`src/rtl/argmax_result_stage.sv`:
```
// argmax_result_stage: captures the final-layer vector and scans it one
// element per cycle for the index of the largest signed value.
module argmax_result_stage #(
    parameter int NUM_INPUTS = 10,
    parameter int DATA_WIDTH = 16,
    parameter int OUT_WIDTH  = 32
) (
    input  logic                             clk,
    input  logic                             reset_n,
    input  logic                             soft_reset,
    input  logic [NUM_INPUTS*DATA_WIDTH-1:0] in_data,
    input  logic                             in_valid,
    output logic                             in_ready,
    output logic [OUT_WIDTH-1:0]             out_data,
    output logic [DATA_WIDTH-1:0]            max_value,
    output logic                             out_valid
);

    localparam int IW = (NUM_INPUTS > 1) ? $clog2(NUM_INPUTS) : 1;
    localparam int CW = $clog2(NUM_INPUTS + 1);
    localparam logic [CW-1:0] LAST = CW'(NUM_INPUTS);

    typedef enum logic [1:0] {IDLE, SCAN, DONE} state_t;

    state_t                       state;
    logic signed [DATA_WIDTH-1:0] vec [NUM_INPUTS];
    logic signed [DATA_WIDTH-1:0] cur_max;
    logic signed [DATA_WIDTH-1:0] elem;
    logic signed [DATA_WIDTH-1:0] in_elem0;
    logic [IW-1:0]                cur_idx;
    logic [IW-1:0]                sel;
    logic [CW-1:0]                cnt;

    assign in_ready = (state != SCAN);
    assign in_elem0 = in_data[DATA_WIDTH-1:0];
    // cnt reaches NUM_INPUTS on the final scan edge; keep the read in range
    assign sel      = (cnt < LAST) ? IW'(cnt) : '0;
    assign elem     = vec[sel];

    always_ff @(posedge clk or negedge reset_n) begin
        if (!reset_n) begin
            state     <= IDLE;
            cnt       <= '0;
            cur_max   <= '0;
            cur_idx   <= '0;
            out_data  <= '0;
            max_value <= '0;
            out_valid <= 1'b0;
            for (int i = 0; i < NUM_INPUTS; i++)
                vec[i] <= '0;
        end else if (soft_reset) begin
            state     <= IDLE;
            cnt       <= '0;
            out_data  <= '0;
            max_value <= '0;
            out_valid <= 1'b0;
        end else begin
            out_valid <= 1'b0;
            unique case (state)
                IDLE, DONE: begin
                    if (in_valid) begin
                        for (int i = 0; i < NUM_INPUTS; i++)
                            vec[i] <= in_data[i*DATA_WIDTH +: DATA_WIDTH];
                        cur_max <= in_elem0;
                        cur_idx <= '0;
                        cnt     <= CW'(1);
                        if (NUM_INPUTS > 1) begin
                            state <= SCAN;
                        end else begin
                            state     <= DONE;
                            out_data  <= '0;
                            max_value <= in_elem0;
                            out_valid <= 1'b1;
                        end
                    end else begin
                        state <= IDLE;
                    end
                end
                SCAN: begin
                    if (cnt == LAST) begin
                        state     <= DONE;
                        out_data  <= OUT_WIDTH'(cur_idx);
                        max_value <= cur_max;
                        out_valid <= 1'b1;
                    end else begin
                        if (elem > cur_max) begin
                            cur_max <= elem;
                            cur_idx <= sel;
                        end
                        cnt <= cnt + 1'b1;
                    end
                end
                default: state <= IDLE;
            endcase
        end
    end

endmodule

```
`config.mk`:
```
export PLATFORM = sky130hd
export DESIGN_NAME = argmax_result_stage
export DESIGN_NICKNAME = d
export VERILOG_FILES = /design/src/rtl/argmax_result_stage.sv
export SDC_FILE = /design/constraint.sdc
export NUM_CORES = 1
export LEC_CHECK = 0
export CAP_MARGIN = 20
export CORE_UTILIZATION = 49
export CTS_BUF_LIST = sky130_fd_sc_hd__clkbuf_2
export CTS_CLUSTER_SIZE = 24
export DETAILED_ROUTE_END_ITERATION = 10
export GPL_TIMING_DRIVEN = 0
export PLACE_DENSITY = 0.8
export SYNTH_ARGS = -nofsm -noshare
export SYNTH_HDL_FRONTEND = slang
export SYNTH_SLANG_ARGS = --single-unit
```
`constraint.sdc`:
```
create_clock -name clk -period 3.4 [get_ports clk]
set_input_delay 0.34 -clock clk [delete_from_list [all_inputs] [get_ports clk]]
set_output_delay 0.34 -clock clk [all_outputs]
set_load 0.02 [all_outputs]
```
==> results of run 1 <==
kinds of logic (layout without fill, tap and decap cells):
logic type | after synthesis | after routing | synth area share [%]
multiplexers | 65 | 65 | 6.27
other | 1 | 29 | 0.0352
AO/OA/AOI/OAI | 166 | 166 | 11.8
AND/OR/NAND/NOR | 649 | 649 | 24.7
buffers and inverters | 127 | 523 | 6.20
adder cells (fa/ha/maj) | 18 | 18 | 2.11
XOR/XNOR | 2 | 2 | 0.164
flip-flops | 207 | 207 | 48.6
layout make-up:
type,count,area (sq um),area share [%]
well taps,275,344,2.28
diodes,1,2.50,0.0166
repair buffers,311,3130,20.8
multi-input cells,928,5180,34.4
plain buffers,104,702,4.66
clock buffers,75,375,2.49
flip-flops and latches,207,5180,34.4
inverters,22,82.6,0.548
clock inverters,11,76.3,0.506
worst max path at each step:
stage,start,end,slack (ns),cells after the start
after global routing,cnt[0],cur_max[1],-0.58,17
final,cnt[1],cur_max[1],-0.49,17
after CTS,cnt[1],cur_max[8],-0.38,17
after floorplan,cnt[1],cur_max[12],0.01,14
after global placement,reset_n,vec[58],-6.48,1
after detailed placement,cnt[0],cur_max[0],-1.15,15
sequential cells by signal, indices dropped and copies added, names as in the netlist:
name,flops
vec,160
cur_max,16
max_value,16
cnt,4
cur_idx,4
out_data,4
state,2
out_valid,1
layer usage:
layer  part of all wire [%]  vias to the layer above
li1                       -                     4848
met1                     42                     5110
met2                     47                      524
met3                    8.0                      108
met4                    3.6                        0
met5                      0                        -
cells in the mapped netlist, types with 18 or more instances:
master / instances / share of area, %
a21oi_1: 41 / 1.9
buf_2: 36 / 1.7
buf_4: 33 / 2.3
clkbuf_1: 31 / 1.1
dfrtp_1: 207 / 49
ha_1: 18 / 2.1
inv_1: 20 / 0.70
mux2i_1: 51 / 4.8
nand2_1: 542 / 19
nand2b_1: 21 / 1.2
nor2_1: 41 / 1.4
o21ai_0: 18 / 0.85
worst max-delay path: cells and delay by family (launching register included):
| kind | cells | cell delay (ns) |
|---|---|---|
| simple gates | 5 | 1.20 |
| fa+ha+maj | 1 | 0.34 |
| mux | 1 | 0.15 |
| compound gates | 6 | 1.11 |
| buf+inv | 4 | 0.57 |
| flops | 1 | 0.42 |
report_power, final:
part           total (W)  leakage, nW  switching [W]  internal (W)
combinational    0.00221         4.23        0.00114       0.00106
sequential       0.00316         2.61       0.000311       0.00285
clock            0.00172        0.341        0.00106      0.000660
total            0.00709         7.19        0.00252       0.00457
metrics by stage:
stage | utilization [%] | worst slack [ns] | power, W | hold WS, ns | setup TNS [ns]
floorplan | - | 0.00966 | 0.00419 | 0.0444 | 0
global placement | 61.3 | -6.48 | 0.00486 | 0.454 | -1359.82
detailed placement | 61.4 | -1.15 | 0.00490 | 0.432 | -22.19
CTS | 70.6 | -0.378 | 0.00695 | 0.000680 | -6.62
global route | 71.3 | -0.581 | 0.00742 | 0.00263 | -10.89
finish | 71.3 | -0.492 | 0.00709 | 0.0172 | -8.84
timing repair:
item | CTS | global route
pin swaps | 36 | 10
hold buffers | 79 | 11
setup endpoints to repair | 20 | 20
buffers inserted | 30 | 2
gates resized for setup | 86 | 5
gates cloned | 3 | 0
hold endpoints to repair | 180 | 11
==> results.md, run 1 <==
* DIE WIDTH at 149 microns
* Cell repeated most along the worst path: nor2_1
* Area after DPL at 13,000 sq um
* Synth Instances at 1,235
* Leak Pwr at 7.19 nW
* Mapped Area at 10,700 sq um
* Hold Startpoint: in_data[69]
* Met1 usage at 44.9%
* Slew HR at 33.1%
* Die Y at 149 microns
* GR Overflow Total at 0
* CTS tree: built
* CTS Root Cell: clkbuf_2
* PortBufs at 185
* Worst R2R End: cur_max[1]
* Busiest grt layer: met2
* Final wirelength at 37.8 mm
* Origin of the critical flop-to-flop path: cnt[1]
* Ys async rst share at 100%
* Crit path kind: flip-flop to flip-flop
* Hold Path Class: input pin to flip-flop
* Register area share after synthesis at 48.6%
* Outcome: finished, violations left
* GR Util met3 at 6.71%
* Setup WS post-layout at -0.492 ns
* Vias per Instance at 5.48
* Largest net degree at the start of global routing at 106
* Worst-Margin Slew at 1.00 ns
* Fillers at 1,603
* Ys Warns at 0
* Worst clock skew at 0.0641 ns
* Seq cells post-synth at 207
* Starting DRT DRC Count at 914
* Met2 Usage GRT at 54.8%
* Peak supply drop at 0.000208 V
* Clk pin slew, worst setup/hold paths at 0.11 ns
* Max clock buf depth at 3
* CP arrival at 4.64 ns
* Post-DP HPWL at 25.2 mm
* RSZ-0062 raised after global routing: yes
* Final hold violation count at 0
* H-Tree Depth at 2
* Worst-path cell with the longest stage delay: or4_4
* Commonest non-fill, non-tap cells in the layout: nand2_1 (541), dfrtp_1 (205), clkdlybuf4s50_1 (184)
* Pwr per Cell Area at 470 nW/um^2
* Period utilization at 114%
* Most common cell after layout, fill and taps aside: nand2_1
* Mean Syn Cell Area at 8.63 sq um
* Clock Latency Late Sink at 0.89 ns
* Vias in the first global route at 10,500
* Top_reg_cell synth: dfrtp_1
* Final instance area at 15,100 sq um
* Worst Path Required at 4.15 ns
* Worst Hold End: vec[85]
* Fmax at 257 MHz
* Final ANT Viol Nets at 0
* # setup viols final at 20
* Residual DRC at 0
* First-pass GRT wire length at 57.0 mm
* Top Ports at 214
* Overall die area at 22,300 sq um
* FF-to-FF setup slack at -0.49 ns
* Vias at 10,600
* Crit-path cells: buf_6 > a21bo_4 > clkbuf_16 > a222oi_1 > a211oi_1 > nor2_1 > mux2i_1 > ha_1 > and4_4 > a21oi_2 > o21ai_2 > or4_4 > nand4_4 > buf_12 > buf_4 > nor2_1 > a211o_1
* Layout cells sized above 1 at 16.2%
* Violated checks: negative setup slack
* Final cell count without fillers at 1,934
* All-Layer GR Usage at 34.1%
* Max-cap viol count at 0
* Average wire per standard cell at 19.5 microns
* CTS Buf Count at 54
* Critical path capture point type: flip-flop
* First-pass detailed-route iteration total at 6
* Hold Path Stages at 3
* Final net count at 1,810
* Row cnt at 53
* Clock sinks at 207
* CP max stage delay at 0.57 ns
* Max FO, Critical Path at 6
* Min Tclk post-route at 3.89 ns
* Gpl congestion at 0.920
* Initial antenna violation count at 1
* Post-synth EDFFs at 0
* Dpl cells at 1,723
* Core area at 21,200 sq um
* Starting Density at 50.4%
* Count of pins over their slew limit at 0
* R2r worst-path depth at 17
* Layout area overhead at 41.5%
* Critical path launch point type: flip-flop
* Post-synth cell types at 60
Note: power is estimated with default switching activity, not from simulation.
==> run 2, diff against run 1 <==
--- a/config.mk
+++ b/config.mk
@@ -12,6 +12,7 @@
 export DETAILED_ROUTE_END_ITERATION = 10
 export GPL_TIMING_DRIVEN = 0
 export PLACE_DENSITY = 0.8
+export RECOVER_POWER = 25
 export SYNTH_ARGS = -nofsm -noshare
 export SYNTH_HDL_FRONTEND = slang
 export SYNTH_SLANG_ARGS = --single-unit
==> run 2 against run 1 <==
Net effect:
- the run ends with max-capacitance violations, max-slew violations, negative setup slack left
- total power about the same
- first-iteration DRC count decreased by 8.2%
- non-clock buffer count unchanged
- setup slack got worse by 0.0036 ns
- combinational power about the same
- cell count unchanged
- sequential share of layout area increased by 0.060 points
- clock power about the same
- sequential cell count unchanged
- core utilization decreased by 0.12 points
- critical endpoint is now cur_max[15]
==> results.md, run 2 (synthesized netlist as in run 1, its figures left out) <==
* Final cell count without fillers at 1,934 (unchanged)
* Critical path launch point type: flip-flop (unchanged)
* H-Tree Depth at 2 (unchanged)
* First-pass GRT wire length at 57.0 mm (unchanged)
* Average wire per standard cell at 19.6 microns (was 19.5 microns)
* Max clock buf depth at 3 (unchanged)
* Top Ports at 214 (unchanged)
* Max-cap viol count at 1 (was 0)
* Core area at 21,200 sq um (unchanged)
* Worst clock skew at 0.0709 ns (was 0.0641 ns)
* Multi-input gate area at 5180 sq um (unchanged)
* DP Worst Slack at -1.15 ns (unchanged)
* Max FO, Critical Path at 10 (was 6)
* Register area at 5180 sq um (unchanged)
* Clk pin slew, worst setup/hold paths at 0.11 ns (about the same)
* Vias in the first global route at 10,500 (unchanged)
* All-Layer GR Usage at 34.1% (unchanged)
* Peak supply drop at 0.000208 V (about the same)
* Residual DRC at 0 (unchanged)
* Largest net degree at the start of global routing at 106 (unchanged)
* CTS Buf Count at 54 (unchanged)
* Crit-path cells: buf_6 > buf_4 > buf_6 > nand2_2 > mux2i_2 > mux2i_1 > ha_1 > and4_4 > a21oi_2 > o21ai_2 > or4_4 > nand4_4 > buf_12 > buf_4 > nor2_1 > a211o_1 (was buf_6 > a21bo_4 > clkbuf_16 > a222oi_1 > a211oi_1 > nor2_1 > mux2i_1 > ha_1 > and4_4 > a21oi_2 > o21ai_2 > or4_4 > nand4_4 > buf_12 > buf_4 > nor2_1 > a211o_1)
* Commonest non-fill, non-tap cells in the layout: nand2_1 (541), dfrtp_1 (205), clkdlybuf4s50_1 (184) (unchanged)
* Largest Register: vec (unchanged)
* Setup TNS at -8.96 ns (was -8.84 ns)
* Count of pins over their slew limit at 104 (was 0)
* CTS Root Cell: clkbuf_2 (unchanged)
* Period utilization at 115% (was 114%)
* Row cnt at 53 (unchanged)
* RSZ-0062 raised after global routing: yes (unchanged)
* Vias per Instance at 5.51 (was 5.48)
* Dpl cells at 1,723 (unchanged)
* Clock Latency Late Sink at 0.89 ns (about the same)
* Area after DPL at 13,000 sq um (unchanged)
* Max reg flops at 160 (unchanged)
* Leak Pwr at 7.18 nW (was 7.19 nW)
* GR Overflow Total at 0 (unchanged)
* Fmax at 257 MHz (about the same)
* Min Tclk post-route at 3.90 ns (was 3.89 ns)
* Layout area overhead at 41.3% (was 41.5%)
* Gpl congestion at 0.920 (unchanged)
* Starting Density at 50.4% (unchanged)
* Setup WS post-layout at -0.495 ns (was -0.492 ns)
* CTS tree: built (unchanged)
* Clock sinks at 207 (unchanged)
* Starting DRT DRC Count at 839 (was 914)
* Final hold violation count at 0 (unchanged)
* Crit path kind: flip-flop to flip-flop (unchanged)
* Hold Path Class: input pin to flip-flop (unchanged)
* CP arrival at 4.64 ns (about the same)
* Final instance area at 15,100 sq um (about the same)
* Pwr per Cell Area at 470 nW/um^2 (about the same)
* Violated checks: max-capacitance violations, max-slew violations, negative setup slack (was negative setup slack)
* Overall die area at 22,300 sq um (unchanged)
* Final ANT Viol Nets at 0 (unchanged)
* # setup viols final at 20 (unchanged)
* Post-DP HPWL at 25.2 mm (unchanged)
* Critical path capture point type: flip-flop (unchanged)
* Initial antenna violation count at 1 (unchanged)
* DIE WIDTH at 149 microns (unchanged)
* First-pass detailed-route iteration total at 8 (was 6)
* Worst-path cell with the longest stage delay: or4_4 (unchanged)
* Outcome: finished, violations left (unchanged)
* Worst Path Required at 4.14 ns (was 4.15 ns)
* Slew HR at -69.3% (was 33.1%)
* PortBufs at 185 (unchanged)
* Vias at 10,700 (was 10,600)
* Final net count at 1,810 (unchanged)
* Fillers at 1,606 (was 1,603)
* Registers with the most flip-flops: vec: 160 flops, cur_max: 16 flops, max_value: 16 flops (unchanged)
* Final wirelength at 37.8 mm (about the same)
* Worst-Margin Slew at 2.54 ns (was 1.00 ns)
* Most common cell after layout, fill and taps aside: nand2_1 (unchanged)
* CP max stage delay at 0.57 ns (about the same)
* Layout cells sized above 1 at 16.2% (unchanged)
* Die Y at 149 microns (unchanged)
## run 2: cell types whose count changed in the layout (fill, tap and decap cells not counted), sizes merged
cell    delta
buf        -1
clkbuf     +1
## run 2: timing repair
action,in CTS,in global routing
hold buffers,79,11
buffers inserted,30,2
pin swaps,36,10
gates resized for setup,86,5
cloned,3,0
hold endpoints to repair,180,11
setup endpoints to repair,20,20
## run 2: power by group
| part | total, W | switching [W] | internal (W) |
|---|---|---|---|
| Combinational | 0.00220 | 0.00114 | 0.00106 |
| Sequential | 0.00316 | 0.000312 | 0.00285 |
| Clock | 0.00172 | 0.00106 | 0.000660 |
## run 2: layout make-up
class / count / share of cell area, %
antenna: 1 / 0.0166
inverter: 22 / 0.549
buffer: 104 / 4.66
timing repair buffer: 311 / 20.6
clock buffer: 75 / 2.49
sequential: 207 / 34.4
tap: 275 / 2.29
multi-input combinational: 928 / 34.4
clock inverter: 11 / 0.507
## run 2: worst max-delay path, delay by kind of cell, from the launching register on
family | cells | cell delay (ns)
AO/OA/AOI/OAI | 3 | 0.47
adder cells (fa/ha/maj) | 1 | 0.34
buffers and inverters | 5 | 0.87
flip-flops | 1 | 0.42
multiplexers | 2 | 0.46
AND/OR/NAND/NOR | 5 | 1.21
## run 2: path summary, 6_finish.rpt
path                                   from           to  slack, ns  cells past startpoint
worst max-delay path                 cnt[0]  cur_max[15]      -0.50                     16
worst min-delay path            in_data[69]      vec[85]       0.02                      3
worst max register to register       cnt[0]  cur_max[15]      -0.50                     16
worst min register to register       vec[2]       vec[2]       0.48                      2
max in group asynchronous           reset_n       cnt[0]       0.65                      3
min in group asynchronous           reset_n  cur_max[12]       0.79                      2
## run 2: layer usage
metal  wire length [microns]  GRT usage, %
met5                       0             0
met4                    1300          14.5
met3                    3200          6.71
met2                   17800          54.8
met1                   15600          44.9
## run 2: metrics by stage
| stage | utilization, % | power [W] | hold WS [ns] |
|---|---|---|---|
| 2_1_floorplan | - | 0.00419 | 0.0444 |
| 3_3_place_gp | 61.3 | 0.00486 | 0.454 |
| 3_5_place_dp | 61.4 | 0.00490 | 0.432 |
| 4_1_cts | 70.6 | 0.00695 | 0.000680 |
| 5_1_grt | 71.2 | 0.00742 | 0.00263 |
| 6_report | 71.2 | 0.00708 | 0.0183 |
